## src/rtl/uart_tx_mmio.sv

```systemverilog
// Memory-mapped 8N1 UART transmitter: byte FIFO, programmable baud divisor
// and a frame state machine driving a registered, idle-high tx line.
module uart_tx_mmio #(
  parameter int unsigned FIFO_DEPTH = 8,
  parameter int unsigned DEF_DIV    = 434
) (
  input  logic        clk,
  input  logic        rst_n,
  input  logic        sel,
  input  logic [31:0] addr,
  input  logic [31:0] wdata,
  input  logic        wr_en,
  input  logic        rd_en,
  output logic [31:0] r_data,
  output logic        tx,
  output logic        irq
);

  localparam int unsigned PtrW    = $clog2(FIFO_DEPTH);
  localparam logic [4:0]  FullCnt = 5'(FIFO_DEPTH);
  localparam logic [15:0] DefDiv  = 16'(DEF_DIV);

  localparam logic [1:0] RegTxData  = 2'd0;
  localparam logic [1:0] RegStatus  = 2'd1;
  localparam logic [1:0] RegBaudDiv = 2'd2;

  typedef enum logic [1:0] {StIdle, StStart, StData, StStop} state_e;

  state_e          state_q;
  logic [7:0]      mem_q [FIFO_DEPTH];
  logic [PtrW-1:0] wr_ptr_q, rd_ptr_q;
  logic [4:0]      count_q, count_d;
  logic            ovf_q;
  logic [15:0]     baud_div_q;
  logic [15:0]     div_q, cnt_q;
  logic [7:0]      shift_q;
  logic [2:0]      bit_idx_q;
  logic            tx_q, irq_q;

  logic [1:0] reg_sel;
  logic       wr_acc, rd_acc;
  logic       push_req, push_ok, pop;
  logic       fifo_full, fifo_empty, busy;
  logic       bit_done, idle_next, irq_d;
  logic [7:0] head;
  logic       unused_bits;

  assign reg_sel    = addr[3:2];
  assign wr_acc     = sel & wr_en;
  assign rd_acc     = sel & rd_en;
  assign fifo_full  = (count_q == FullCnt);
  assign fifo_empty = (count_q == 5'd0);
  assign busy       = (state_q != StIdle);
  assign push_req   = wr_acc && (reg_sel == RegTxData);
  assign push_ok    = push_req && !fifo_full;
  assign head       = mem_q[rd_ptr_q];
  assign bit_done   = (cnt_q == div_q - 16'd1);

  // A pop happens whenever the FSM is ready for a new frame: from IDLE, or on
  // the last cycle of a stop bit so frames run back to back.
  assign pop       = !fifo_empty && ((state_q == StIdle) || ((state_q == StStop) && bit_done));
  assign idle_next = fifo_empty && ((state_q == StIdle) || ((state_q == StStop) && bit_done));
  assign count_d   = count_q + {4'd0, push_ok} - {4'd0, pop};
  assign irq_d     = idle_next && (count_d == 5'd0);

  assign unused_bits = ^{addr[31:4], addr[1:0], wdata[31:16]};

  // Storage is not reset; only pointers and count define FIFO contents.
  always_ff @(posedge clk) begin
    if (push_ok) begin
      mem_q[wr_ptr_q] <= wdata[7:0];
    end
  end

  always_ff @(posedge clk or negedge rst_n) begin
    if (!rst_n) begin
      wr_ptr_q <= '0;
      rd_ptr_q <= '0;
      count_q  <= 5'd0;
    end else begin
      if (push_ok) begin
        wr_ptr_q <= wr_ptr_q + 1'b1;
      end
      if (pop) begin
        rd_ptr_q <= rd_ptr_q + 1'b1;
      end
      count_q <= count_d;
    end
  end

  always_ff @(posedge clk or negedge rst_n) begin
    if (!rst_n) begin
      ovf_q      <= 1'b0;
      baud_div_q <= DefDiv;
    end else begin
      // A push into a full FIFO is dropped even if a pop frees a slot this edge.
      if (push_req && fifo_full) begin
        ovf_q <= 1'b1;
      end else if (wr_acc && (reg_sel == RegStatus) && wdata[3]) begin
        ovf_q <= 1'b0;
      end
      if (wr_acc && (reg_sel == RegBaudDiv)) begin
        baud_div_q <= (wdata[15:0] == 16'd0) ? 16'd1 : wdata[15:0];
      end
    end
  end

  always_ff @(posedge clk or negedge rst_n) begin
    if (!rst_n) begin
      state_q   <= StIdle;
      div_q     <= DefDiv;
      cnt_q     <= 16'd0;
      shift_q   <= 8'd0;
      bit_idx_q <= 3'd0;
      tx_q      <= 1'b1;
      irq_q     <= 1'b1;
    end else begin
      irq_q <= irq_d;
      case (state_q)
        StIdle: begin
          tx_q <= 1'b1;
          if (pop) begin
            shift_q <= head;
            div_q   <= baud_div_q;
            cnt_q   <= 16'd0;
            state_q <= StStart;
            tx_q    <= 1'b0;
          end
        end
        StStart: begin
          if (bit_done) begin
            cnt_q     <= 16'd0;
            bit_idx_q <= 3'd0;
            state_q   <= StData;
            tx_q      <= shift_q[0];
          end else begin
            cnt_q <= cnt_q + 16'd1;
          end
        end
        StData: begin
          if (bit_done) begin
            cnt_q   <= 16'd0;
            shift_q <= shift_q >> 1;
            if (bit_idx_q == 3'd7) begin
              state_q <= StStop;
              tx_q    <= 1'b1;
            end else begin
              bit_idx_q <= bit_idx_q + 3'd1;
              tx_q      <= shift_q[1];
            end
          end else begin
            cnt_q <= cnt_q + 16'd1;
          end
        end
        StStop: begin
          if (bit_done) begin
            cnt_q <= 16'd0;
            if (pop) begin
              shift_q <= head;
              div_q   <= baud_div_q;
              state_q <= StStart;
              tx_q    <= 1'b0;
            end else begin
              state_q <= StIdle;
              tx_q    <= 1'b1;
            end
          end else begin
            cnt_q <= cnt_q + 16'd1;
          end
        end
        default: begin
          state_q <= StIdle;
          tx_q    <= 1'b1;
        end
      endcase
    end
  end

  always_comb begin
    r_data = 32'd0;
    if (rd_acc) begin
      case (reg_sel)
        RegStatus:  r_data = {23'd0, count_q, ovf_q, busy, fifo_empty, fifo_full};
        RegBaudDiv: r_data = {16'd0, baud_div_q};
        default:    r_data = 32'd0;
      endcase
    end
  end

  assign tx  = tx_q;
  assign irq = irq_q;

endmodule

```

## config.mk

```make
export PLATFORM = sky130hd
export DESIGN_NAME = uart_tx_mmio
export DESIGN_NICKNAME = d
export VERILOG_FILES = /design/src/rtl/uart_tx_mmio.sv
export SDC_FILE = /design/constraint.sdc
export NUM_CORES = 1
export LEC_CHECK = 0
export ABC_AREA = 1
export CELL_PAD_IN_SITES_DETAIL_PLACEMENT = 1
export CELL_PAD_IN_SITES_GLOBAL_PLACEMENT = 1
export CORE_UTILIZATION = 39
export DETAILED_ROUTE_END_ITERATION = 10
export GPL_TIMING_DRIVEN = 0
export PLACE_DENSITY = 0.87
export SYNTH_ARGS = -nofsm -noshare
export SYNTH_HDL_FRONTEND = slang
export SYNTH_SLANG_ARGS = --single-unit
```

## constraint.sdc

```tcl
create_clock -name clk -period 4.1 [get_ports clk]
set_input_delay 0.82 -clock clk [delete_from_list [all_inputs] [get_ports clk]]
set_output_delay 0.82 -clock clk [all_outputs]
set_load 0.03 [all_outputs]
```

==> results of run 1 <==
==> worst max path at each step <==
stage                  start     endpoint  slack [ps]  depth (start not counted)
finish               addr[2]    r_data[2]         100                          8
global route        div_q[1]          irq         -60                         22
CTS                  addr[2]    r_data[1]          70                          8
detailed placement   addr[2]    r_data[0]          90                          8
global placement       rst_n  wr_ptr_q[2]        -470                          1
floorplan           div_q[1]          irq         790                         22
==> sequential cells by signal, indices dropped and copies added, names as in the netlist <==
signal and flops:
bit_idx_q 3, shift_q 8, tx 1, div_q 16
mem_q 64, cnt_q 16, rd_ptr_q 3, state_q 2
count_q 5, irq 1, baud_div_q 16, wr_ptr_q 3
ovf_q 1
==> logic make-up after synthesis <==
logic type	Yosys count
and+or+nand+nor	362
DFF	139
AOI/OAI and AO/OA	113
buffers and inverters	107
xor gates and xnor gates	23
adders and majority gates	22
muxes	14
other	1
==> cell usage after synthesis, drive strengths merged, types with 6 or more instances <==
master / instances / area share
nand2: 185 / 0.11
nor2: 111 / 0.065
inv: 70 / 0.037
o21ai: 68 / 0.048
edfxtp: 64 / 0.27
dfrtp: 63 / 0.22
nand3: 47 / 0.034
buf: 21 / 0.022
ha: 21 / 0.037
o22ai: 19 / 0.017
xor2: 15 / 0.018
clkbuf: 14 / 0.0073
mux2: 14 / 0.022
a21oi: 12 / 0.010
dfstp: 12 / 0.044
a31oi: 8 / 0.0070
xnor2: 8 / 0.0098
nand4: 7 / 0.0061
nor4: 6 / 0.0061
==> worst reg2reg max path, stage by stage (launching register included) <==
cell     delay (ps)
dfstp_2         540
inv_1            80
ha_1            300
nand2_1          70
inv_1            40
nor2_1           80
nand3_1          80
nor2_1          110
nand2_1          70
nor2_1           90
nand3_1         120
nor2_4          160
nand2_4         130
nand2_8         130
nand2_4          90
inv_4           100
ha_1            230
inv_1            60
ha_1            190
fa_1            460
nor4_2          270
nand2_1         110
nor4_2          220
==> layer usage <==
layer  up-vias  global-route usage  wire (um)
met2       143               0.373      10200
li1       2716                   -          -
met5         -                   0          0
met4         0              0.0849        494
met1      2853               0.284       8490
met3        42              0.0445        820
==> layout by cell type (no fill, tap or decap), types with 10 or more instances in the layout <==
cell             synthesis  final
a21oi_1                 11     10
buf_4                   16     17
clkbuf_1                14     13
clkbuf_16                0     17
clkdlybuf4s50_1          0     37
conb_1                   1     16
dfrtp_1                 63     63
dfstp_2                 12     12
edfxtp_1                64     64
ha_1                    21     21
inv_1                   64     64
mux2_2                  14     14
nand2_1                175    175
nand3_1                 46     46
nor2_1                 102    102
o21ai_0                 66     66
o22ai_1                 19     19
xor2_1                  15     15
==> repair_timing <==
action | 4_1_cts | 5_1_grt
endpoints found under the setup margin | 3 | 2
pin swaps | 0 | 0
resized for setup | 2 | 4
buffers inserted | 0 | 0
==> report_power, final <==
| part | total (uW) | internal (uW) | switching [uW] |
|---|---|---|---|
| logic | 2390 | 808 | 1590 |
| registers | 2040 | 1760 | 276 |
| clock network | 1570 | 871 | 702 |
| total | 6010 | 3440 | 2560 |
==> per-stage QoR <==
| step | worst slack [ps] | setup TNS (ps) |
|---|---|---|
| after global routing | -57.7 | -57.7 |
| after global placement | -469 | -29150 |
| after detailed placement | 89.1 | 0 |
| after floorplan | 789 | 0 |
| final | 97.7 | 0 |
| after CTS | 70.9 | 0 |
==> cell type report <==
class,count,share of cell area
repair buffers,41,0.0501
plain buffers,35,0.0247
flip-flops and latches,139,0.447
multi-input cells,550,0.343
clock inverters,15,0.0194
well taps,229,0.0336
clock buffers,17,0.0499
inverters,72,0.0320
==> impl_metrics.json, run 1 <==
{
  "overflow": 0,
  "worstHoldPathType": "in -> async",
  "period_minus_slack_ps": 4000,
  "max_cap_violations": 0,
  "ff_latch_area_sq_mm": 0.00381,
  "cts_max_level": 4,
  "antenna_found_initial": 0,
  "drc": 0,
  "hold_viol": 0,
  "fillCellCount": 2088,
  "place_hpwl_um": 13700,
  "detail-route-antenna-nets": 0,
  "cp_common_cell": "clkdlybuf4s50_1",
  "grt_pass1_vias": 5913,
  "synth_top_family_by_area": "simple AND/OR/NAND/NOR gates",
  "worstPathArrival_ps": 3180,
  "vias_per_cell": 5.24,
  "layout.nets": 947,
  "synthAdderAreaFrac": 0.0395,
  "grt_usage": 0.223,
  "rows": 49,
  "core_area_sq_mm": 0.0180,
  "clock-sinks": 139,
  "worstRegToRegCells": 22,
  "critical_path_class": "in -> out",
  "rsz0062_at_grt": "yes",
  "placement.cell_area_sq_mm": 0.00792,
  "synthArstFlopShare": 0.540,
  "root_buffer": "clkbuf_16",
  "wire_per_inst_um": 18.2,
  "place.gp.congestion": 0.786,
  "ios": 103,
  "worst_setup_path_start_kind": "input port",
  "vdd_drop_max_mv": 0.398,
  "cpPeakStageDelay_ps": 710,
  "outcome": "completed",
  "via_count": 5754,
  "ctsHoldBuffers": 0,
  "clk_latency_ps": 440,
  "yosysWarnings": 0,
  "die_h_um": 137,
  "crit_family": "buffers and inverters",
  "fin_util": 0.475,
  "post-place-cells": 1066,
  "grt_max_degree": 48,
  "syn2layout_area_growth_pct": 19.2,
  "drive_above_1_share": 0.131,
  "synth_flop_cell": "edfxtp_1",
  "netlist_area_sq_mm": 0.00715,
  "final_cell_count_no_fill": 1098,
  "fmax_mhz": 250,
  "cp-end-kind": "primary output",
  "synth-xor-area-share": 0.0282,
  "cts_tree": "yes",
  "crit_required_ps": 3280,
  "wirelength_um": 20000,
  "diodes": 0,
  "finalCritPeriodShare": 0.976,
  "syn_inst": 781,
  "dieWidth_um": 137,
  "die_area_sq_mm": 0.0189,
  "grt_pass1_wl_um": 31500,
  "clockBufferDepth": 2,
  "synth_seq_area_share": 0.533,
  "crit_path_cell_trace": "clkdlybuf4s50_1 -> inv_1 -> ha_1 -> clkbuf_1 -> clkbuf_2 -> a22oi_1 -> nor2_1 -> clkdlybuf4s50_1",
  "slew_violations": 0,
  "cts.clk_slew.worst_paths_ps": 70,
  "yosys.area_share.simple": 0.221,
  "cts_made_buffers": 17,
  "synthMuxAreaShare": 0.0220,
  "start_util": 0.398,
  "whs_ps": 305,
  "worst-path-buf-inv": 5,
  "leakage_uw": 0.00371,
  "multi_input_area_sq_mm": 0.00292,
  "total_power_uw": 6010,
  "p_per_area_mw_per_mm2": 704,
  "avgSynthCellArea_sq_um": 9.16,
  "firstDrtPassIters": 5,
  "portBuffers": 40,
  "max-slew-margin-rel": 0.407,
  "synth_cell_types": 42,
  "r2r_slack_ps": 270,
  "cpMaxStageDelayCell": "clkdlybuf4s50_1",
  "setup_viol": 0,
  "tightestPinTransition_ps": 887,
  "rr_startpoint": "div_q[1]",
  "synth_compound_area_frac": 0.0880,
  "synth_edf_count": 64,
  "crit_fanout": 10,
  "finClkSkew_ps": 11.5,
  "drtIter0Drc": 309,
  "r2r-end": "irq",
  "final_cell_area_sq_mm": 0.00852,
  "ys_seq_elements": 139
}
(Power assumes the default switching activity.)
==> inputs of run 2 (changes only) <==
CAP_MARGIN = 20   (was unset)
==> results of run 2 <==
Final layout, timing and power as in run 1 (identical DEF).
